==> config.mk <==
export PLATFORM = sky130hd
export DESIGN_NAME = pipe_reg_flat
export DESIGN_NICKNAME = d
export VERILOG_FILES = /design/src/rtl/pipe_reg_if.sv /design/src/rtl/pipe_reg.sv /design/src/flat_wrapper.sv
export SDC_FILE = /design/constraint.sdc
export NUM_CORES = 1
export LEC_CHECK = 0
export CORE_MARGIN = 2
export CORE_UTILIZATION = 32
export CTS_CLUSTER_SIZE = 16
export DETAILED_ROUTE_END_ITERATION = 10
export HOLD_SLACK_MARGIN = 0.03
export PLACE_DENSITY = 0.61
export SYNTH_ARGS = -nofsm -noshare
export SYNTH_HDL_FRONTEND = slang
export SYNTH_SLANG_ARGS = --single-unit
==> constraint.sdc <==
create_clock -name clk -period 3.4 [get_ports clk]
set_clock_uncertainty 0.2 [all_clocks]
set_input_delay 0.34 -clock clk [delete_from_list [all_inputs] [get_ports clk]]
set_output_delay 0.34 -clock clk [all_outputs]
set_load 0.02 [all_outputs]
==> src/rtl/pipe_reg_if.sv <==
// pipe_reg_if: valid/ready stream bundle (upstream, downstream, flush) for pipe_reg.
interface pipe_reg_if #(parameter int WIDTH = 8);
    logic             in_valid;
    logic             in_ready;
    logic [WIDTH-1:0] in_data;
    logic             flush;
    logic             out_valid;
    logic             out_ready;
    logic [WIDTH-1:0] out_data;
    modport master (output in_valid, in_data, flush, out_ready, input in_ready, out_valid, out_data);
    modport slave  (input in_valid, in_data, flush, out_ready, output in_ready, out_valid, out_data);
endinterface

==> src/rtl/pipe_reg.sv <==
// pipe_reg: DEPTH-stage valid/ready register pipeline with bubble collapsing and flush.
// Define PIPE_REG_OCC_EN to add the occupancy output.
module pipe_reg #(
    parameter int               WIDTH     = 8,
    parameter int               DEPTH     = 2,
    parameter logic [WIDTH-1:0] RESET_VAL = '0
) (
    input logic clk,
    input logic rst_n,
    pipe_reg_if.slave bus
`ifdef PIPE_REG_OCC_EN
    ,
    output logic [$clog2(DEPTH+1)-1:0] occupancy
`endif
);
    logic [DEPTH-1:0] valid;
    logic [DEPTH:0]   ready;
    logic [DEPTH-1:0] up_valid;
    logic [WIDTH-1:0] data [DEPTH];
    logic [WIDTH-1:0] src  [DEPTH];
    always_comb begin
        ready[DEPTH] = bus.out_ready;
        for (int i = DEPTH - 1; i >= 0; i--) ready[i] = ~valid[i] | ready[i+1];
    end
    assign bus.in_ready = ready[0] & ~bus.flush;
    always_comb begin
        up_valid[0] = bus.in_valid & ready[0] & ~bus.flush;
        src[0]      = bus.in_data;
        for (int i = 1; i < DEPTH; i++) begin
            up_valid[i] = valid[i-1];
            src[i]      = data[i-1];
        end
    end
    // flush wins: valid bits drop, data registers keep their contents
    always_ff @(posedge clk or negedge rst_n) begin
        if (!rst_n) begin
            valid <= '0;
            for (int i = 0; i < DEPTH; i++) data[i] <= RESET_VAL;
        end else begin
            for (int i = 0; i < DEPTH; i++) begin
                if (bus.flush) valid[i] <= 1'b0;
                else if (ready[i]) valid[i] <= up_valid[i];
                if (ready[i] && up_valid[i] && !bus.flush) data[i] <= src[i];
            end
        end
    end
    assign bus.out_valid = valid[DEPTH-1];
    assign bus.out_data  = data[DEPTH-1];
`ifdef PIPE_REG_OCC_EN
    localparam int OW = $clog2(DEPTH + 1);
    always_comb begin
        occupancy = '0;
        for (int i = 0; i < DEPTH; i++) occupancy += OW'(valid[i]);
    end
`endif
endmodule
==> src/flat_wrapper.sv <==
// flat-port wrapper written by rule: the top's interface ports become plain ports
module pipe_reg_flat 
#(
    parameter int               WIDTH     = 8,
    parameter int               DEPTH     = 2,
    parameter logic [WIDTH-1:0] RESET_VAL = '0
)
  (clk, rst_n, bus_in_valid, bus_in_data, bus_flush, bus_out_ready, bus_in_ready, bus_out_valid, bus_out_data);
  pipe_reg_if #(.WIDTH(WIDTH)) bus_i ();
  input logic clk;
  input logic rst_n;
  input wire logic [$bits(bus_i.in_valid)-1:0] bus_in_valid;
  input wire logic [$bits(bus_i.in_data)-1:0] bus_in_data;
  input wire logic [$bits(bus_i.flush)-1:0] bus_flush;
  input wire logic [$bits(bus_i.out_ready)-1:0] bus_out_ready;
  output wire logic [$bits(bus_i.in_ready)-1:0] bus_in_ready;
  output wire logic [$bits(bus_i.out_valid)-1:0] bus_out_valid;
  output wire logic [$bits(bus_i.out_data)-1:0] bus_out_data;
  assign bus_i.in_valid = bus_in_valid;
  assign bus_i.in_data = bus_in_data;
  assign bus_i.flush = bus_flush;
  assign bus_i.out_ready = bus_out_ready;
  assign bus_in_ready = bus_i.in_ready;
  assign bus_out_valid = bus_i.out_valid;
  assign bus_out_data = bus_i.out_data;
  pipe_reg #(.WIDTH(WIDTH), .DEPTH(DEPTH), .RESET_VAL(RESET_VAL)) u_core (.clk(clk), .rst_n(rst_n), .bus(bus_i));
endmodule
==> results of run 1 <==
-- sequential cells by signal, summed over array words and instances (netlist names) --
name	count
u_core.valid	2
u_core.bus.out_data	8
u_core.data	8
-- cells in the mapped netlist --
cell type / instances
sky130_fd_sc_hd__mux2_4: 8
sky130_fd_sc_hd__and2b_1: 1
sky130_fd_sc_hd__dfrtp_1: 18
sky130_fd_sc_hd__and3b_2: 1
sky130_fd_sc_hd__buf_6: 1
sky130_fd_sc_hd__buf_4: 8
sky130_fd_sc_hd__nor2_1: 5
sky130_fd_sc_hd__or3b_1: 1
sky130_fd_sc_hd__nor3b_2: 1
sky130_fd_sc_hd__mux2_2: 8
-- metrics by stage --
stage | setup slack (ns) | instance area (um^2) | power (W) | hold slack [ns] | instances
after floorplan | 1.61 | 790 | 0.000418 | -0.156 | 52
after global placement | 1.08 | 973 | 0.000461 | 0.289 | 93
after detailed placement | 1.06 | 973 | 0.000464 | 0.295 | 93
after CTS | 1.14 | 996 | 0.000564 | 0.317 | 96
after global routing | 1.10 | 996 | 0.000591 | 0.334 | 96
final | 1.14 | 996 | 0.000556 | 0.304 | 96
-- worst max-delay path by stage --
stage                          startpoint                     end  slack (ns)  cells past startpoint
after floorplan           u_core.valid[1]         u_core.data[10]        1.61                      4
after global placement      bus_out_ready  u_core.bus.out_data[0]        1.08                      4
after detailed placement    bus_out_ready  u_core.bus.out_data[3]        1.06                      4
after CTS                   bus_out_ready            bus_in_ready        1.14                      4
after global routing        bus_out_ready            bus_in_ready        1.10                      4
final                       bus_out_ready            bus_in_ready        1.14                      4
-- layout by cell type (no fill, tap or decap) --
cell type,count
sky130_fd_sc_hd__clkdlybuf4s50_1,22
sky130_fd_sc_hd__dfrtp_1,18
sky130_fd_sc_hd__mux2_2,8
sky130_fd_sc_hd__mux2_4,8
sky130_fd_sc_hd__nor2_1,5
sky130_fd_sc_hd__clkbuf_4,3
sky130_fd_sc_hd__and3b_2,1
sky130_fd_sc_hd__and2b_1,1
sky130_fd_sc_hd__nor3b_2,1
sky130_fd_sc_hd__or3b_1,1
-- report_power, final --
group | internal [W] | switching, W
clock | 0.0000410 | 0.0000582
combinational | 0.000106 | 0.0000707
sequential | 0.000258 | 0.0000220
total | 0.000406 | 0.000151
-- layout make-up --
class | instances | area (um^2)
repair buffers | 22 | 220
flip-flops and latches | 18 | 450
well taps | 28 | 35.0
multi-input cells | 25 | 268
fillers | 207 | 1280
clock buffers | 3 | 22.5
-- cells by family (layout without fill, tap and decap cells) --
group / count (synthesis) / in the layout / synth area share
buffers and inverters: 9 / 25 / 0.0903
DFF: 18 / 18 / 0.571
muxes: 16 / 16 / 0.266
and+or+nand+nor: 9 / 9 / 0.0729
-- per-layer routing --
| metal | wire length, um | global-route usage | vias to the layer above |
|---|---|---|---|
| met1 | 589 | 0.157 | 202 |
| met4 | 8 | 0.0513 | 0 |
| met3 | 60 | 0.0333 | 2 |
| met5 | 0 | 0 | - |
| met2 | 510 | 0.126 | 15 |
| li1 | - | - | 204 |
==> parameters.txt, run 1 <==
Parameter                              Value

CTS
  Clock Latency Late Sink    roughly 0.28 ns
  Hold_buf cts    0
  Count of clock tree sinks    18
  Clock tree from TritonCTS    done
  Post-CTS repair timing setup buffer count    0
  CTS Root Cell    sky130_fd_sc_hd__clkbuf_4
  Clock buffer count from CTS    3
  H-Tree Level Count    1
  Post-CTS Resized    0
  Clock slew at the register clock pins of the worst setup and hold paths    0.09 ns
  Maximum count of clock buffers along a single path    2

Timing
  Relative slew slack    0.484
  Count of endpoints failing setup in the final report    0
  Clock period minus final worst setup slack    2.26 ns
  Measured slew at the worst slew-check pin    0.771 ns
  Total Negative Setup Slacks    0 ns
  Final hold violations    0
  Highest Clock Rate    443 MHz
  Setup repair after global routing missed its margin    no
  Number of slew-limit violations in the final report    0
  Period Utilization, post-route    0.664

Setup path
  CP top delay family    buffers and inverters
  Type of element capturing the critical path    primary output
  CP dominant cell by count    sky130_fd_sc_hd__clkdlybuf4s50_1
  Reg-to-reg critical path endpoint    u_core.data[11]
  Worst flop-to-flop path startpoint    u_core.valid[0]
  Cells traversed along the worst timing path    clkdlybuf4s50_1 -> and3b_2 -> nor2_1 -> clkdlybuf4s50_1
  Critical-path cell with the highest stage delay    sky130_fd_sc_hd__clkdlybuf4s50_1
  Critical path type    in2out
  Depth of the worst register-to-register path    3
  Slowest stage delay, CP    0.61 ns
  Sum of buffers and inverters on the critical path    2
  WP data required    2.86 ns
  CP max FO    3
  Worst path arrival time    between 1.5 and 2 ns
  Slack of the worst reg-to-reg path    1.51 ns
  Type of element launching the critical path    primary input

GRT
  Antenna violations before repair    0
  Global-route wire length before repair    2.04 mm
  Maximum number of pins on one net before global-route repair    19
  Total global routing overflow    0
  Global router's overall resource usage    0.103
  Vias in the first global route    426

Synthesis
  Post-synthesis average cell area    15.2 um^2
  Largest area contributor in the netlist    sky130_fd_sc_hd__dfrtp_1
  Sequential share of the synthesized area    0.571
  Number of nets produced by synthesis    65
  Post-synth design cell area    790 um^2
  Area share of the largest cell type after synthesis    0.571
  Cells after Synth    between 50 and 60
  Register bit total from synthesis    18
  Synth top area cells    sky130_fd_sc_hd__dfrtp_1, sky130_fd_sc_hd__mux2_4, sky130_fd_sc_hd__mux2_2
  Post-synth cell types    10
  Syn. warnings    0

Placed design
  Sum of net half-perimeters after detailed placement    between 800 and 900 um
  Number of input and output port buffers inserted    22
  Placer's final routability congestion estimate    0.591

Floorplan
  I/O pin cnt    23
  Effective utilization at floorplan    0.347
  Core Footprint    2280 um^2
  Width of the die    53.7 um
  Standard-cell row count    17
  Die height    53.7 um
  Area of the die    just under 3000 um^2

Flow run
  Max Cap Viol    0

Route
  Number of nets with antenna violations after routing    0
  Length of the first detailed-routing pass in iterations    3
  Overall via count from detail_route    around 420
  Via/cell ratio    4.41
  Total detailed-routing wirelength    1.17 mm
  Final routed wire length divided by cell count    12.2 um
  DRC violation count after routing    0
  Initial DRC count    1

Outcome
  Result of the run    complete, no violations

Power and ir drop
  Standby leakage power    0.445 nW
  Power density normalized to cell area    559 nW/um^2
  IR drop worst, VDD    310 uV

Finish
  Core Util, Final    0.438
  Layout Nets    83
  Synth-to-layout area growth    26.1%
  Share of final-layout standard cells stronger than drive strength 1    0.309
  Antenna diode instance count    0

Hold path
  Type of the most critical hold path    in2async
No activity file was read; power rests on OpenSTA's default activity.
==> run 2: changes to the inputs <==
- PLACE_DENSITY: 0.61 -> 0.63
- clock period: 3.4 -> 1.8 ns (I/O delays scaled with it)
==> parameters.txt, run 2 (same netlist as run 1, synthesis figures left out) <==
Parameter                              Value

CTS
  Count of clock tree sinks    18
  Clock buffer count from CTS    3
  H-Tree Level Count    1
  Clock tree from TritonCTS    done
  CTS Root Cell    sky130_fd_sc_hd__clkbuf_4
  Clock Latency Late Sink    a little under 0.3 ns
  Clock slew at the register clock pins of the worst setup and hold paths    0.10 ns
  Maximum count of clock buffers along a single path    2

Setup path
  Type of element capturing the critical path    flop
  CP max FO    3
  Type of element launching the critical path    flop
  Slack of the worst reg-to-reg path    0.04 ns
  WP data required    1.78 ns
  Depth of the worst register-to-register path    4
  Critical path type    reg2reg
  Worst flop-to-flop path startpoint    u_core.valid[0]
  Endpoint of the worst setup timing path    u_core.data[10]
  Reg-to-reg critical path endpoint    u_core.data[10]
  Crit. Startpoint    u_core.valid[0]
  Worst path arrival time    around 1.7 ns

Floorplan
  I/O pin cnt    23
  Width of the die    53.7 um
  Effective utilization at floorplan    0.347
  Area of the die    2880 um^2
  Standard-cell row count    17
  Die height    53.7 um
  Core Footprint    around 2300 um^2

Finish
  Count of placed standard cells in the final layout, fillers left out    105
  Commonest non-fill, non-tap cells in the layout    sky130_fd_sc_hd__clkdlybuf4s50_1, sky130_fd_sc_hd__dfrtp_1, sky130_fd_sc_hd__mux2_2, sky130_fd_sc_hd__mux2_4, sky130_fd_sc_hd__buf_4
  Core Util, Final    0.472
  Most common library cell in the layout ignoring fill and taps    sky130_fd_sc_hd__clkdlybuf4s50_1
  Layout Nets    between 90 and 100
  Share of final-layout standard cells stronger than drive strength 1    0.403
  Synth-to-layout area growth    36.0%
  Antenna diode instance count    0

Route
  Length of the first detailed-routing pass in iterations    2
  Final routed wire length divided by cell count    11.4 um
  DRC violation count after routing    0
  Overall via count from detail_route    467
  Total detailed-routing wirelength    1.19 mm
  Via/cell ratio    4.45
  Number of nets with antenna violations after routing    0
  Initial DRC count    1

Power and ir drop
  Portion of total power attributed to sequential cells    0.473
  Standby leakage power    0.494 nW
  Share of total power in the clock network    0.218
  Cell internal power dissipation    approximately 0.0008 W
  Part of the total power dissipated in combinational logic    0.309
  IR drop worst, VDD    510 uV
  Share of total power consumed by net switching    0.266
  Switch Pwr    0.000298 W
  Power density normalized to cell area    1040 nW/um^2

Timing
  Highest Clock Rate    approximately 570 MHz
  Period Utilization, post-route    0.977
  Number of slew-limit violations in the final report    0
  Final hold violations    0
  Total Negative Setup Slacks    0 ns
  Setup repair after global routing missed its margin    yes
  Measured slew at the worst slew-check pin    0.225 ns
  Count of endpoints failing setup in the final report    0
  Clock period minus final worst setup slack    1.76 ns
  Relative slew slack    0.850

GRT
  Vias in the first global route    410
  Global router's overall resource usage    0.0998
  Global-route wire length before repair    roughly 1.9 mm
  Total global routing overflow    0
  Maximum number of pins on one net before global-route repair    19
  Antenna violations before repair    0

Placed design
  Placer's final routability congestion estimate    0.684
  Sum of net half-perimeters after detailed placement    ~890 um
  Number of input and output port buffers inserted    22
  Total instance count after detailed placement    99

Hold path
  Type of the most critical hold path    in2reg

Flow run
  Max Cap Viol    0

Outcome
  Result of the run    complete, no violations
run 2: worst max-delay path, cell delays in order (launching register included):
cell	delay, ns
sky130_fd_sc_hd__dfrtp_1	0.40
sky130_fd_sc_hd__and3b_2	0.23
sky130_fd_sc_hd__or3b_4	0.38
sky130_fd_sc_hd__buf_4	0.16
sky130_fd_sc_hd__mux2_4	0.28
run 2: worst min path at each step:
| stage | startpoint | end | slack, ns | cells after the start |
|---|---|---|---|---|
| after detailed placement | u_core.data[13] | u_core.data[13] | 0.29 | 1 |
| after global placement | u_core.bus.out_data[7] | u_core.bus.out_data[7] | 0.29 | 1 |
| after floorplan | rst_n | u_core.bus.out_data[0] | -0.32 | 0 |
| after CTS | bus_in_valid | u_core.valid[0] | 0.27 | 3 |
| after global routing | bus_in_data[5] | u_core.data[13] | 0.28 | 2 |
| final | bus_in_valid | u_core.valid[0] | 0.28 | 3 |
run 2: metal layers:
layer | vias to the layer above | global-route usage | share of wire
li1 | 220 | - | -
met1 | 228 | 0.134 | 0.47
met2 | 15 | 0.124 | 0.43
met3 | 4 | 0.0250 | 0.057
met4 | 0 | 0.103 | 0.044
met5 | - | 0 | 0
run 2: repair_timing:
item,4_1_cts,5_1_grt
hold buffers,1,0
cloned,0,0
setup endpoints to repair,1,8
endpoints found under the hold margin,18,0
resized for setup,1,4
buffers inserted,0,1
run 2: metrics by stage:
stage                     total power (W)  area [um^2]  setup WS (ns)  hold slack, ns
after floorplan                  0.000789          790         0.0107          -0.316
after global placement           0.000883         1020         -0.227           0.292
after detailed placement         0.000886         1020         -0.238           0.293
after CTS                         0.00114         1060         0.0116           0.268
after global routing              0.00118         1070       -0.00910           0.277
final                             0.00112         1070         0.0406           0.279
run 2: power by group through the flow:
stage	sequential (W)	clock, W	combinational, W
finish	0.000529	0.000245	0.000346
detailed placement	0.000539	0	0.000347
CTS	0.000531	0.000261	0.000349
global route	0.000540	0.000274	0.000369
floorplan	0.000527	0	0.000261
global placement	0.000537	0	0.000346
run 2: final cells by class:
type | count | area (um^2)
clock buffers | 4 | 36.3
well taps | 28 | 35.0
fillers | 219 | 1200
repair buffers | 30 | 282
multi-input cells | 25 | 270
flip-flops and latches | 18 | 450
==> run 3: changes to the inputs <==
- DONT_BUFFER_PORTS: unset -> 1
- PLACE_DENSITY: 0.63 -> 0.49
- clock period: 1.8 -> 2 ns (I/O delays scaled with it)
==> parameters.txt, run 3 (same netlist as run 1, synthesis figures left out) <==
Parameter                              Value

Setup path
  Critical-path cell with the highest stage delay    sky130_fd_sc_hd__dfrtp_1
  Slack of the worst reg-to-reg path    approximately 0.18 ns
  Worst path arrival time    1.80 ns
  Slowest stage delay, CP    0.41 ns
  Depth of the worst register-to-register path    4
  WP data required    1.98 ns
  CP max FO    5
  Worst flop-to-flop path startpoint    u_core.valid[0]
  Cells traversed along the worst timing path    and3b_2 -> or3b_1 -> buf_4 -> mux2_4
  Type of element launching the critical path    flop
  Reg-to-reg critical path endpoint    u_core.data[8]
  Type of element capturing the critical path    flop
  Critical path type    reg2reg

Finish
  Count of placed standard cells in the final layout, fillers left out    90
  Cell area after layout    930 um^2
  Core Util, Final    0.408
  Layout Nets    76
  Antenna diode instance count    0
  Commonest non-fill, non-tap cells in the layout    sky130_fd_sc_hd__dfrtp_1, sky130_fd_sc_hd__dlygate4sd3_1, sky130_fd_sc_hd__mux2_2, sky130_fd_sc_hd__mux2_4, sky130_fd_sc_hd__nor2_1
  Synth-to-layout area growth    17.7%
  Most common library cell in the layout ignoring fill and taps    sky130_fd_sc_hd__dfrtp_1
  Share of final-layout standard cells stronger than drive strength 1    0.419

CTS
  Clock buffer count from CTS    3
  CTS Root Cell    sky130_fd_sc_hd__clkbuf_4
  Clock tree from TritonCTS    done
  Count of clock tree sinks    18
  Maximum count of clock buffers along a single path    2
  Clock Latency Late Sink    0.29 ns
  Clock slew at the register clock pins of the worst setup and hold paths    roughly 0.10 ns
  H-Tree Level Count    1

Floorplan
  Standard-cell row count    17
  Die height    about 54 um
  I/O pin cnt    23
  Core Footprint    around 2300 um^2
  Area of the die    approximately 2900 um^2
  Width of the die    53.7 um
  Effective utilization at floorplan    0.347

GRT
  Maximum number of pins on one net before global-route repair    19
  Vias in the first global route    around 460
  Total global routing overflow    0
  Antenna violations before repair    0
  Global router's overall resource usage    0.111
  Global-route wire length before repair    ~2.2 mm

Timing
  Final hold violations    0
  Number of slew-limit violations in the final report    0
  Period Utilization, post-route    0.910
  Clock period minus final worst setup slack    1.82 ns
  Relative slew slack    0.470
  Setup repair after global routing missed its margin    no
  Worst slack on hold paths    a little under 0.07 ns
  Highest Clock Rate    549 MHz
  Total Negative Setup Slacks    0 ns
  Measured slew at the worst slew-check pin    0.792 ns
  Count of endpoints failing setup in the final report    0

Placed design
  Placer's final routability congestion estimate    0.677
  Number of input and output port buffers inserted    0
  Post-DP Area    783 um^2
  Total instance count after detailed placement    between 70 and 80

Route
  DRC violation count after routing    0
  Final routed wire length divided by cell count    14.0 um
  Initial DRC count    3
  Total detailed-routing wirelength    between 1 and 1.5 mm
  Overall via count from detail_route    406
  Length of the first detailed-routing pass in iterations    2
  Number of nets with antenna violations after routing    0
  Via/cell ratio    4.51

Flow run
  Max Cap Viol    0

Power and ir drop
  IR drop worst, VDD    402 uV
  Standby leakage power    0.434 nW
  Power density normalized to cell area    about 970 nW/um^2

Hold path
  Type of the most critical hold path    in2reg
  Hold-critical path endpoint    u_core.valid[1]
  Source of the worst hold timing path    bus_out_ready
  Hold Path Depth    3

Outcome
  Result of the run    complete, no violations
[run 3: cell count changes in the layout (fill, tap and decap cells not counted), sizes merged]
cell | before | now
buf | 7 | 4
clkbuf | 5 | 4
dlygate4sd3 | 1 | 11
clkdlybuf4s50 | 21 | 0
[run 3: routing by layer]
layer,track usage,routed length [um],vias up
met5,0,0,-
met4,0.0641,13,0
met3,0.0333,100,2
met2,0.175,600,14
met1,0.134,548,203
li1,-,-,187
[run 3: worst max-delay path, delay by kind of cell, from the launching register on]
kind,cells,cell delay (ns)
muxes,1,0.29
buffers and inverters,1,0.19
and+or+nand+nor,2,0.62
DFF,1,0.41
[run 3: final cells by class]
type / count / area (um^2)
repair buffers: 15 / 140
fillers: 213 / 1350
flip-flops and latches: 18 / 450
well taps: 28 / 35.0
multi-input cells: 25 / 268
clock buffers: 4 / 36.3
[run 3: timing repair]
action / CTS / global route
resized for setup: 0 / 0
hold endpoints to repair: 28 / 0
hold buffers: 11 / 0
setup buffers: 0 / 0
[run 3: worst max path at each step]
stage	slack (ns)	cells past startpoint	startpoint	end
floorplan	0.21	4	u_core.valid[1]	u_core.data[10]
global placement	0.26	4	u_core.valid[0]	u_core.data[10]
detailed placement	0.21	4	u_core.valid[0]	u_core.data[8]
CTS	0.19	4	u_core.valid[0]	u_core.data[8]
global route	0.13	4	u_core.valid[0]	u_core.data[13]
finish	0.18	4	u_core.valid[0]	u_core.data[8]
[run 3: stage by stage]
stage / power (W) / setup WS, ns
after floorplan: 0.000710 / 0.211
after global placement: 0.000663 / 0.259
after detailed placement: 0.000670 / 0.206
after CTS: 0.000919 / 0.187
after global routing: 0.000953 / 0.130
final: 0.000901 / 0.180
[run 3: report_power, final]
group          leakage [nW]  internal [W]  switching [W]
clock                0.0210      0.000111       0.000109
sequential            0.215      0.000439       0.000108
combinational         0.198     0.0000942      0.0000401
